<file path="config.mk">
export PLATFORM = sky130hd
export DESIGN_NAME = gf2_solve_sequencer_flat
export DESIGN_NICKNAME = d
export VERILOG_FILES = /design/src/rtl/axi_stream_if.sv /design/src/rtl/gf2_solve_sequencer.sv /design/src/flat_wrapper.sv
export SDC_FILE = /design/constraint.sdc
export NUM_CORES = 1
export LEC_CHECK = 0
export ABC_AREA = 1
export CAP_MARGIN = 5
export CORE_ASPECT_RATIO = 2
export CORE_UTILIZATION = 52
export CTS_CLUSTER_DIAMETER = 150
export DETAILED_ROUTE_END_ITERATION = 8
export DONT_BUFFER_PORTS = 1
export MAX_ROUTING_LAYER = met4
export PLACE_DENSITY = 0.67
export SYNTH_ARGS = -nofsm -noshare
export SYNTH_HDL_FRONTEND = slang
export SYNTH_SLANG_ARGS = --single-unit
</file>
<file path="constraint.sdc">
create_clock -name clk -period 7.3 [get_ports clk]
set_input_delay 1.46 -clock clk [delete_from_list [all_inputs] [get_ports clk]]
set_output_delay 1.46 -clock clk [all_outputs]
set_load 0.1 [all_outputs]
</file>
<file path="src/rtl/axi_stream_if.sv">
// Minimal AXI-Stream beat interface (data, valid/ready, last).
interface axi_stream_if #(
  parameter int DATA_WIDTH = 8
);
  logic [DATA_WIDTH-1:0] tdata;
  logic                  tvalid;
  logic                  tready;
  logic                  tlast;

  modport master (output tdata, output tvalid, output tlast, input tready);
  modport slave  (input tdata, input tvalid, input tlast, output tready);
endinterface

</file>
<file path="src/rtl/gf2_solve_sequencer.sv">
// Sequences rref then enumeration per machine, keeps min-weight solution and a running total.
// 1 cycle from prob/rref_done/final beat to the next pulse or res_valid; result held until res_ready.
module gf2_solve_sequencer #(
  parameter int  MAX_ROWS       = 16,
  parameter int  MAX_COLS       = 16,
  parameter int  AXI_DATA_WIDTH = 8,
  parameter int  TOTAL_W        = 32,
  localparam int ROWS_W         = $clog2(MAX_ROWS + 1),
  localparam int COLS_W         = $clog2(MAX_COLS + 1),
  localparam int WT_W           = $clog2(MAX_COLS - 1 + 1)
) (
  input  logic               clk,
  input  logic               rst_n,
  input  logic               prob_valid,
  output logic               prob_ready,
  input  logic [ROWS_W-1:0]  prob_rows,
  input  logic [COLS_W-1:0]  prob_cols,
  output logic [ROWS_W-1:0]  rows,
  output logic [COLS_W-1:0]  cols,
  output logic               rref_start,
  input  logic               rref_done,
  output logic               enum_start,
  axi_stream_if.slave        solution_stream,
  output logic               res_valid,
  input  logic               res_ready,
  output logic [WT_W-1:0]    res_weight,
  output logic               res_err,
  input  logic               clr_total,
  output logic [TOTAL_W-1:0] total,
  output logic               busy
);

  localparam int MAX_NB = (MAX_COLS - 1 + AXI_DATA_WIDTH - 1) / AXI_DATA_WIDTH;
  localparam int BEAT_W = $clog2(MAX_NB + 1);

  typedef enum logic [1:0] {S_IDLE, S_RREF, S_ENUM, S_RESULT} state_t;

  state_t              state_q, state_d;
  logic                first_q;
  logic                armed_q;
  logic [ROWS_W-1:0]   rows_q;
  logic [COLS_W-1:0]   cols_q;
  logic [COLS_W-1:0]   vars_q;
  logic [BEAT_W-1:0]   nb_q;
  logic [BEAT_W-1:0]   beat_cnt;
  logic [WT_W-1:0]     cur_wt;
  logic [WT_W-1:0]     min_wt;
  logic                err_q;
  logic [TOTAL_W-1:0]  total_q;

  logic                prob_acc;
  logic                beat_acc;
  logic                last_beat;
  logic                res_hs;
  logic [WT_W-1:0]     beat_pop;
  logic [WT_W-1:0]     cand;
  logic [BEAT_W-1:0]   nb_d;

  // Only bits below vars count; positions are absolute across the beats of one solution.
  always_comb begin
    beat_pop = '0;
    for (int j = 0; j < AXI_DATA_WIDTH; j++) begin
      if ((int'(beat_cnt) * AXI_DATA_WIDTH + j) < int'(vars_q) && solution_stream.tdata[j])
        beat_pop = beat_pop + WT_W'(1);
    end
  end

  assign cand      = cur_wt + beat_pop;
  assign last_beat = (beat_cnt == nb_q - BEAT_W'(1));
  assign nb_d      = BEAT_W'((int'(prob_cols) + AXI_DATA_WIDTH - 2) / AXI_DATA_WIDTH);
  assign prob_acc  = prob_valid && prob_ready;
  assign beat_acc  = (state_q == S_ENUM) && solution_stream.tvalid;
  assign res_hs    = (state_q == S_RESULT) && res_ready;
  assign solution_stream.tready = (state_q == S_ENUM);

  always_comb begin
    state_d    = state_q;
    prob_ready = 1'b0;
    rref_start = 1'b0;
    enum_start = 1'b0;
    res_valid  = 1'b0;
    res_weight = '0;
    res_err    = 1'b0;
    unique case (state_q)
      S_IDLE: begin
        prob_ready = armed_q;
        if (prob_valid && armed_q)
          state_d = (prob_cols < COLS_W'(2)) ? S_RESULT : S_RREF;
      end
      S_RREF: begin
        rref_start = first_q;
        if (rref_done) state_d = S_ENUM;
      end
      S_ENUM: begin
        enum_start = first_q;
        if (beat_acc && solution_stream.tlast) state_d = S_RESULT;
      end
      S_RESULT: begin
        res_valid  = 1'b1;
        res_weight = min_wt;
        res_err    = err_q;
        if (res_ready) state_d = S_IDLE;
      end
      default: state_d = S_IDLE;
    endcase
  end

  always_ff @(posedge clk or negedge rst_n) begin
    if (!rst_n) begin
      state_q <= S_IDLE;
      first_q <= 1'b0;
    end else begin
      state_q <= state_d;
      first_q <= (state_d != state_q);
    end
  end

  // armed_q keeps prob_ready low while reset is asserted and for the first cycle after.
  always_ff @(posedge clk or negedge rst_n) begin
    if (!rst_n) begin
      armed_q  <= 1'b0;
      rows_q   <= '0;
      cols_q   <= '0;
      vars_q   <= '0;
      nb_q     <= '0;
      beat_cnt <= '0;
      cur_wt   <= '0;
      min_wt   <= '0;
      err_q    <= 1'b0;
      total_q  <= '0;
    end else begin
      armed_q <= 1'b1;
      if (prob_acc) begin
        rows_q <= prob_rows;
        cols_q <= prob_cols;
        vars_q <= prob_cols - COLS_W'(1);
        nb_q   <= nb_d;
        min_wt <= '0;
        err_q  <= 1'b0;
      end
      if (state_q == S_RREF && rref_done) begin
        cur_wt   <= '0;
        beat_cnt <= '0;
        err_q    <= 1'b0;
        min_wt   <= '1;
      end
      if (beat_acc) begin
        if (last_beat) begin
          if (cand < min_wt) min_wt <= cand;
          cur_wt   <= '0;
          beat_cnt <= '0;
        end else if (solution_stream.tlast) begin
          err_q    <= 1'b1;
          cur_wt   <= '0;
          beat_cnt <= '0;
        end else begin
          cur_wt   <= cand;
          beat_cnt <= beat_cnt + BEAT_W'(1);
        end
      end
      if (clr_total)
        total_q <= '0;
      else if (res_hs)
        total_q <= total_q + TOTAL_W'(min_wt);
    end
  end

  assign rows  = rows_q;
  assign cols  = cols_q;
  assign total = total_q;
  assign busy  = (state_q != S_IDLE);

endmodule
</file>
<file path="src/flat_wrapper.sv">
// flat-port wrapper written by rule: the top's interface ports become plain ports
module gf2_solve_sequencer_flat 
#(
  parameter int  MAX_ROWS       = 16,
  parameter int  MAX_COLS       = 16,
  parameter int  AXI_DATA_WIDTH = 8,
  parameter int  TOTAL_W        = 32,
  localparam int ROWS_W         = $clog2(MAX_ROWS + 1),
  localparam int COLS_W         = $clog2(MAX_COLS + 1),
  localparam int WT_W           = $clog2(MAX_COLS - 1 + 1)
)
  (clk, rst_n, prob_valid, prob_ready, prob_rows, prob_cols, rows, cols, rref_start, rref_done, enum_start, res_valid, res_ready, res_weight, res_err, clr_total, total, busy, solution_stream_tdata, solution_stream_tvalid, solution_stream_tlast, solution_stream_tready);
  axi_stream_if solution_stream_i ();
  input  logic clk;
  input  logic rst_n;
  input  logic prob_valid;
  output logic prob_ready;
  input  logic [ROWS_W-1:0] prob_rows;
  input  logic [COLS_W-1:0] prob_cols;
  output logic [ROWS_W-1:0] rows;
  output logic [COLS_W-1:0] cols;
  output logic rref_start;
  input  logic rref_done;
  output logic enum_start;
  output logic res_valid;
  input  logic res_ready;
  output logic [WT_W-1:0] res_weight;
  output logic res_err;
  input  logic clr_total;
  output logic [TOTAL_W-1:0] total;
  output logic busy;
  input wire logic [$bits(solution_stream_i.tdata)-1:0] solution_stream_tdata;
  input wire logic [$bits(solution_stream_i.tvalid)-1:0] solution_stream_tvalid;
  input wire logic [$bits(solution_stream_i.tlast)-1:0] solution_stream_tlast;
  output wire logic [$bits(solution_stream_i.tready)-1:0] solution_stream_tready;
  assign solution_stream_i.tdata = solution_stream_tdata;
  assign solution_stream_i.tvalid = solution_stream_tvalid;
  assign solution_stream_i.tlast = solution_stream_tlast;
  assign solution_stream_tready = solution_stream_i.tready;
  gf2_solve_sequencer #(.MAX_ROWS(MAX_ROWS), .MAX_COLS(MAX_COLS), .AXI_DATA_WIDTH(AXI_DATA_WIDTH), .TOTAL_W(TOTAL_W)) u_core (.clk(clk), .rst_n(rst_n), .prob_valid(prob_valid), .prob_ready(prob_ready), .prob_rows(prob_rows), .prob_cols(prob_cols), .rows(rows), .cols(cols), .rref_start(rref_start), .rref_done(rref_done), .enum_start(enum_start), .solution_stream(solution_stream_i), .res_valid(res_valid), .res_ready(res_ready), .res_weight(res_weight), .res_err(res_err), .clr_total(clr_total), .total(total), .busy(busy));
endmodule
</file>
==> results of run 1 <==
## cell type report
cell class              count  area share [%]
multi-input cells         418            49.6
flip-flops and latches     64            33.4
inverters                  97            7.62
clock buffers              13            5.43
well taps                  96            2.51
clock inverters             3           0.835
repair buffers              1           0.574
## tightest hold or removal path, cell delays in order, from the launching register on
cell and delay [ns]:
dfrtp_1 0.34, nand2_1 0.06, o21ai_0 0.06
## layout by cell type (no fill, tap or decap), drive strengths merged
master,Yosys,layout
o31ai,2,2
a22oi,1,1
fa,2,2
a211oi,2,2
a21oi,27,27
o21ai,52,52
o221a,1,1
nor2,48,48
a31oi,1,1
or2,4,4
bufinv,0,1
nand3b,2,2
buf,0,1
clkinv,2,4
nand2,148,148
o22ai,1,1
nor3,22,22
inv,95,95
nor3b,1,1
a2bb2oi,1,1
nand4,10,10
dfrtp,64,64
nand3,51,51
and2,3,3
xnor2,3,3
nor4,4,4
ha,22,22
clkbuf,5,13
conb,1,1
xor2,9,9
## worst max path at each step
stage                                   start                         end  slack, ns  depth (start not counted)
2_1_floorplan        solution_stream_tdata[1]  u_core.min_wt[1]$_DFF_PN0_       0.80                         46
3_3_place_gp         solution_stream_tdata[1]  u_core.min_wt[2]$_DFF_PN0_       0.50                         46
3_5_place_dp         solution_stream_tdata[1]  u_core.min_wt[1]$_DFF_PN0_       0.28                         44
4_1_cts        u_core.beat_cnt[1]$_DFFE_PN0P_  u_core.min_wt[0]$_DFF_PN0_       0.33                         46
5_1_grt        u_core.beat_cnt[1]$_DFFE_PN0P_  u_core.min_wt[0]$_DFF_PN0_       0.07                         48
6_report             solution_stream_tdata[1]  u_core.min_wt[0]$_DFF_PN0_       0.73                         44
## timing repair
item,4_1_cts,5_1_grt
setup buffers,0,0
setup endpoints to repair,0,4
resized for setup,0,8
## sequential cells by signal, summed over array words and instances, names as in the netlist
register and cells:
u_core.state_q 2, u_core.beat_cnt 2, u_core.err_q 1, u_core.min_wt 4
u_core.total 32, u_core.cols 5, u_core.first_q 1, u_core.vars_q 5
u_core.nb_q 2, u_core.armed_q 1, u_core.cur_wt 4, u_core.rows 5
## kinds of logic (layout without fill, tap and decap cells)
logic type / after synthesis / in the layout / share of synthesized area, %
XOR/XNOR: 12 / 12 / 2.62
AO/OA/AOI/OAI: 88 / 88 / 10.9
AND/OR/NAND/NOR: 293 / 293 / 32.9
flip-flops: 64 / 64 / 37.3
adder cells (fa/ha/maj): 24 / 24 / 7.33
buffers and inverters: 102 / 114 / 8.93
other: 1 / 1 / 0.0872
## metrics by stage
step / instances / hold WS, ns / setup WS [ns] / instance area (µm²) / utilization [%]
2_1_floorplan: 584 / 0.453 / 0.796 / 4300 / -
3_3_place_gp: 676 / 0.473 / 0.501 / 4450 / 56.1
3_5_place_dp: 676 / 0.476 / 0.279 / 4450 / 56.1
4_1_cts: 692 / 0.489 / 0.331 / 4750 / 59.8
5_1_grt: 692 / 0.524 / 0.0656 / 4790 / 60.4
6_report: 692 / 0.491 / 0.726 / 4790 / 60.4
## routing by layer
layer / vias to the layer above / GRT usage [%] / wire length, µm
met5: - / - / 0
met4: 0 / 10.9 / 203
met3: 19 / 5.30 / 482
met2: 79 / 51.0 / 6230
met1: 1757 / 24.9 / 3690
li1: 1908 / - / -
==> impl_metrics.yaml, run 1 <==
worst_setup_path:
  arrival_ns: 6.79
  worst_path_largest_cell_delay_ns: 0.34
  worst_setup_path_end_kind: "register"
  reg2reg_from: "u_core.beat_cnt[1]$_DFFE_PN0P_"
  crit_required_ns: 7.52
  ff2ff_path_depth: 46
  cp_max_fo: 5
  crit_type: "input port to register"
  cp_common_cell: "nand2_1"
  startpoint_type: "input port"
  cp_slowest_cell: "ha_1"
  r2r_slack_ns: 0.74
  crit_family: "simple AND/OR/NAND/NOR gates"
  crit_buf_inv: 8
  r2r-end: "u_core.min_wt[0]$_DFF_PN0_"
cts:
  cts_max_level: 3
  clk_pin_slew_ns: 0.05
  clkLatencyLatePin_ns: 0.33
  cts_made_buffers: 9
  cts_buffer_depth: 2
  root_buffer: "clkbuf_16"
  cts_sinks: 64
  cts_hold_buf: 0
  tritoncts: "yes"
layout:
  seqCellArea_um2: 1600
  drive_above_1_share_pct: 11.9
  nNetsFinal: 641
  diodes: 0
  area.growth.synth_to_final_pct: 11.5
  nFillCells: 738
  multi_input_area_um2: 2380
floorplan:
  dieArea_um2: 8660
  rows: 46
  ios: 79
  start_util_pct: 54.1
  fp.dieH_um: 131
  chipWidth_um: 66.3
  core-area_um2: 7940
timing:
  finalHoldViolCount: 0
  fin_setup_tns_ns: 0
  period_minus_slack_ns: 6.57
  skew_ns: 0.00740
  final.period_utilization_pct: 90.0
  fmax_mhz: 152
  tightest_slew_ns: 1.16
  slew_viol_final: 0
  relSlewSlack_pct: 22.7
  setup_viol: 0
  rsz0062_at_grt: "false"
global_route:
  grt_max_degree: 65
  track_usage_pct: 26.7
  grt_pass1_wl_um: 16700
  antenna_found_initial: 0
  grt-ovfl-total: 0
  grt_pass1_vias: 3658
logic_synthesis:
  synth_area_leader_cell: "dfrtp_1"
  ys_ff_latch: 64
  syn_area_um2: 4300
  synth_cells: 584
  syn-num-nets: 634
  yosysUniqueCellTypes: 41
  synth_flop_cell: "dfrtp_1"
  synth_common_cells: "nand2_1, inv_1, dfrtp_1"
  seq_area_frac_synth_pct: 37.3
  syn_avg_cell_area_um2: 7.36
  synth_top_area_share_pct: 37.3
  synthMostInstantiatedCell: "nand2_1"
  ys_warn_count: 0
  synth_area_leaders: "dfrtp_1, nand2_1, inv_1"
  synth_edf_count: 0
  async_reset_ff_share_pct: 100
route:
  viasPerCell: 5.44
  drt_pass1_iterations: 4
  wire_per_inst_um: 15.3
  drtIter0Drc: 129
  via_count: 3763
  drtAntennaViolNets: 0
  wirelength_um: 10600
  drcViolationCount: 0
min_path:
  hold_start: "u_core.vars_q[4]$_DFFE_PN0P_"
  min_to: "u_core.vars_q[4]$_DFFE_PN0P_"
  hp-class: "register to register"
  holdPathStages: 2
placement:
  place_congestion: 0.928
  port_buffers: 0
  place_hpwl_um: 8350
status:
  outcome: "finished clean"
run:
  maxCapViolations: 0
Power of run 1 is not shown: default switching activity piles up to over one toggle a cycle in this logic, so the estimate is an artifact.
==> run 2, diff against run 1 <==
Settings changed: CORE_UTILIZATION 52 to 48, DONT_BUFFER_PORTS 1 to not set, PLACE_DENSITY 0.67 to 0.77.
Clock period 7.3 ns to 5.8 ns, I/O delays scaled along.
==> run 2 against run 1 <==
The run now ends with setup timing left. Sequential share of layout area decreased by 7.5 points. Worst setup slack worse by 0.82 ns. Clock skew fell by 0.0015 ns. Via count up 23%. Non-clock buffer count is 138 higher. Critical path type unchanged. Critical endpoint is now u_core.min_wt[1]$_DFF_PN0_. Highest routed layer unchanged.
==> impl_metrics.yaml, run 2 (same netlist as run 1, synthesis figures left out) <==
worst_setup_path:
  startpoint_type: "input port"
  worst_path_largest_cell_delay_ns: 0.36
  ff2ff_path_depth: 47
  r2r_slack_ns: -0.08
  cp_slowest_cell: "ha_1"
  worst_setup_path_end_kind: "register"
  cp_max_fo: 4
  arrival_ns: 6.12
  crit_type: "input port to register"
  cp_common_cell: "nand2_1"
  reg2reg_from: "u_core.vars_q[3]$_DFFE_PN0P_"
  crit_required_ns: 6.03
  r2r-end: "u_core.min_wt[1]$_DFF_PN0_"
layout:
  drive_above_1_share_pct: 22.1
  mostFrequentLayoutCells: "nand2_1, inv_1, clkdlybuf4s50_1"
  nNetsFinal: 779
  diodes: 0
  layout_commonest_cell: "nand2_1"
  area.growth.synth_to_final_pct: 43.7
  largest_reg_flops: 32
  final_cells: 833
timing:
  tightest_slew_ns: 1.03
  rsz0062_at_grt: "true"
  slew_viol_final: 0
  relSlewSlack_pct: 31.2
  period_minus_slack_ns: 5.89
  finalHoldViolCount: 0
  fin_setup_tns_ns: -0.307
  final.period_utilization_pct: 102
  fmax_mhz: 170
  setup_viol: 4
  skew_ns: 0.00593
  fin_ws_ns: -0.0944
cts:
  cts_made_buffers: 9
  tritoncts: "yes"
  root_buffer: "clkbuf_16"
  cts_buffer_depth: 2
  cts_sinks: 64
  clk_pin_slew_ns: 0.05
  cts_max_level: 3
  cts_hold_buf: 0
  clkLatencyLatePin_ns: 0.34
run:
  maxCapViolations: 0
status:
  violations: "setup timing"
  outcome: "complete, but fails checks"
floorplan:
  ios: 79
  core-area_um2: 8650
  rows: 48
  chipWidth_um: 68.9
  dieArea_um2: 9360
  fp.dieH_um: 136
  start_util_pct: 49.7
route:
  drcViolationCount: 0
  drtAntennaViolNets: 0
  drt_pass1_iterations: 5
  wire_per_inst_um: 15.9
  viasPerCell: 5.55
  drtIter0Drc: 210
  via_count: 4625
  wirelength_um: 13300
min_path:
  hold_start: "u_core.total[31]$_DFFE_PN0P_"
  hp-class: "register to register"
  min_to: "u_core.total[31]$_DFFE_PN0P_"
  holdPathStages: 1
placement:
  place_hpwl_um: 9620
  port_buffers: 78
  dp.cells: 802
  place_congestion: 0.939
global_route:
  grt_pass1_wl_um: 20600
  grt_max_degree: 65
  grt-ovfl-total: 0
  track_usage_pct: 30.9
  grt_pass1_vias: 4626
  antenna_found_initial: 0
-- run 2: changes by cell type in the layout (fill, tap and decap cells not counted), sizes merged, moves of 2 or more --
| cell | previous run | this run |
|---|---|---|
| clkdlybuf4s50 | 0 | 74 |
| dlygate4sd2 | 0 | 2 |
| buf | 1 | 62 |
| clkbuf | 13 | 11 |
-- run 2: cell type report --
class,instances,area (µm²)
clock buffers,11,233
clock inverters,4,22.5
fillers,679,2470
inverters,97,370
multi-input cells,418,2590
flip-flops and latches,64,1600
well taps,100,125
repair buffers,139,1240
-- run 2: worst max path at each step --
stage,start,end,slack (ns),depth (start not counted)
6_report,solution_stream_tdata[1],u_core.min_wt[1]$_DFF_PN0_,-0.09,45
5_1_grt,u_core.beat_cnt[0]$_DFFE_PN0P_,u_core.min_wt[1]$_DFF_PN0_,-0.45,48
4_1_cts,u_core.beat_cnt[1]$_DFFE_PN0P_,u_core.min_wt[2]$_DFF_PN0_,0.02,48
3_5_place_dp,solution_stream_tdata[1],u_core.min_wt[0]$_DFF_PN0_,-0.76,45
3_3_place_gp,solution_stream_tdata[1],u_core.min_wt[1]$_DFF_PN0_,-0.53,45
2_1_floorplan,solution_stream_tdata[1],u_core.min_wt[2]$_DFF_PN0_,0.003,46
-- run 2: repair_timing --
item,in CTS,in global routing
endpoints found under the hold margin,0,0
setup endpoints to repair,4,4
resized for setup,31,26
setup buffers,10,6
pin swaps,30,35
-- run 2: layer usage --
metal  vias to the layer above  part of all wire (%)  global-route usage, %
met3                        62                   4.2                   5.96
li1                       2190                     -                      -
met2                       170                    56                   54.8
met1                      2203                    35                   28.2
met4                         0                   5.5                   20.1
met5                         -                     0                      -
-- run 2: stage by stage --
| stage | hold WS, ns | area, µm² | util [%] | worst slack, ns |
|---|---|---|---|---|
| 2_1_floorplan | 0.453 | 4350 | - | 0.00276 |
| 3_3_place_gp | 0.453 | 5570 | 64.4 | -0.527 |
| 3_5_place_dp | 0.463 | 5570 | 64.4 | -0.761 |
| 4_1_cts | 0.473 | 6030 | 69.7 | 0.0155 |
| 5_1_grt | 0.486 | 6180 | 71.4 | -0.446 |
| 6_report | 0.469 | 6180 | 71.4 | -0.0944 |
-- run 2: critical path: cells and delay by family --
kind	cells	cell delay [ns]
compound gates	4	0.34
xor+xnor	2	0.38
buf+inv	10	0.71
simple gates	23	2.14
fa+ha+maj	6	1.38
Power of run 2 is left out for the same reason.
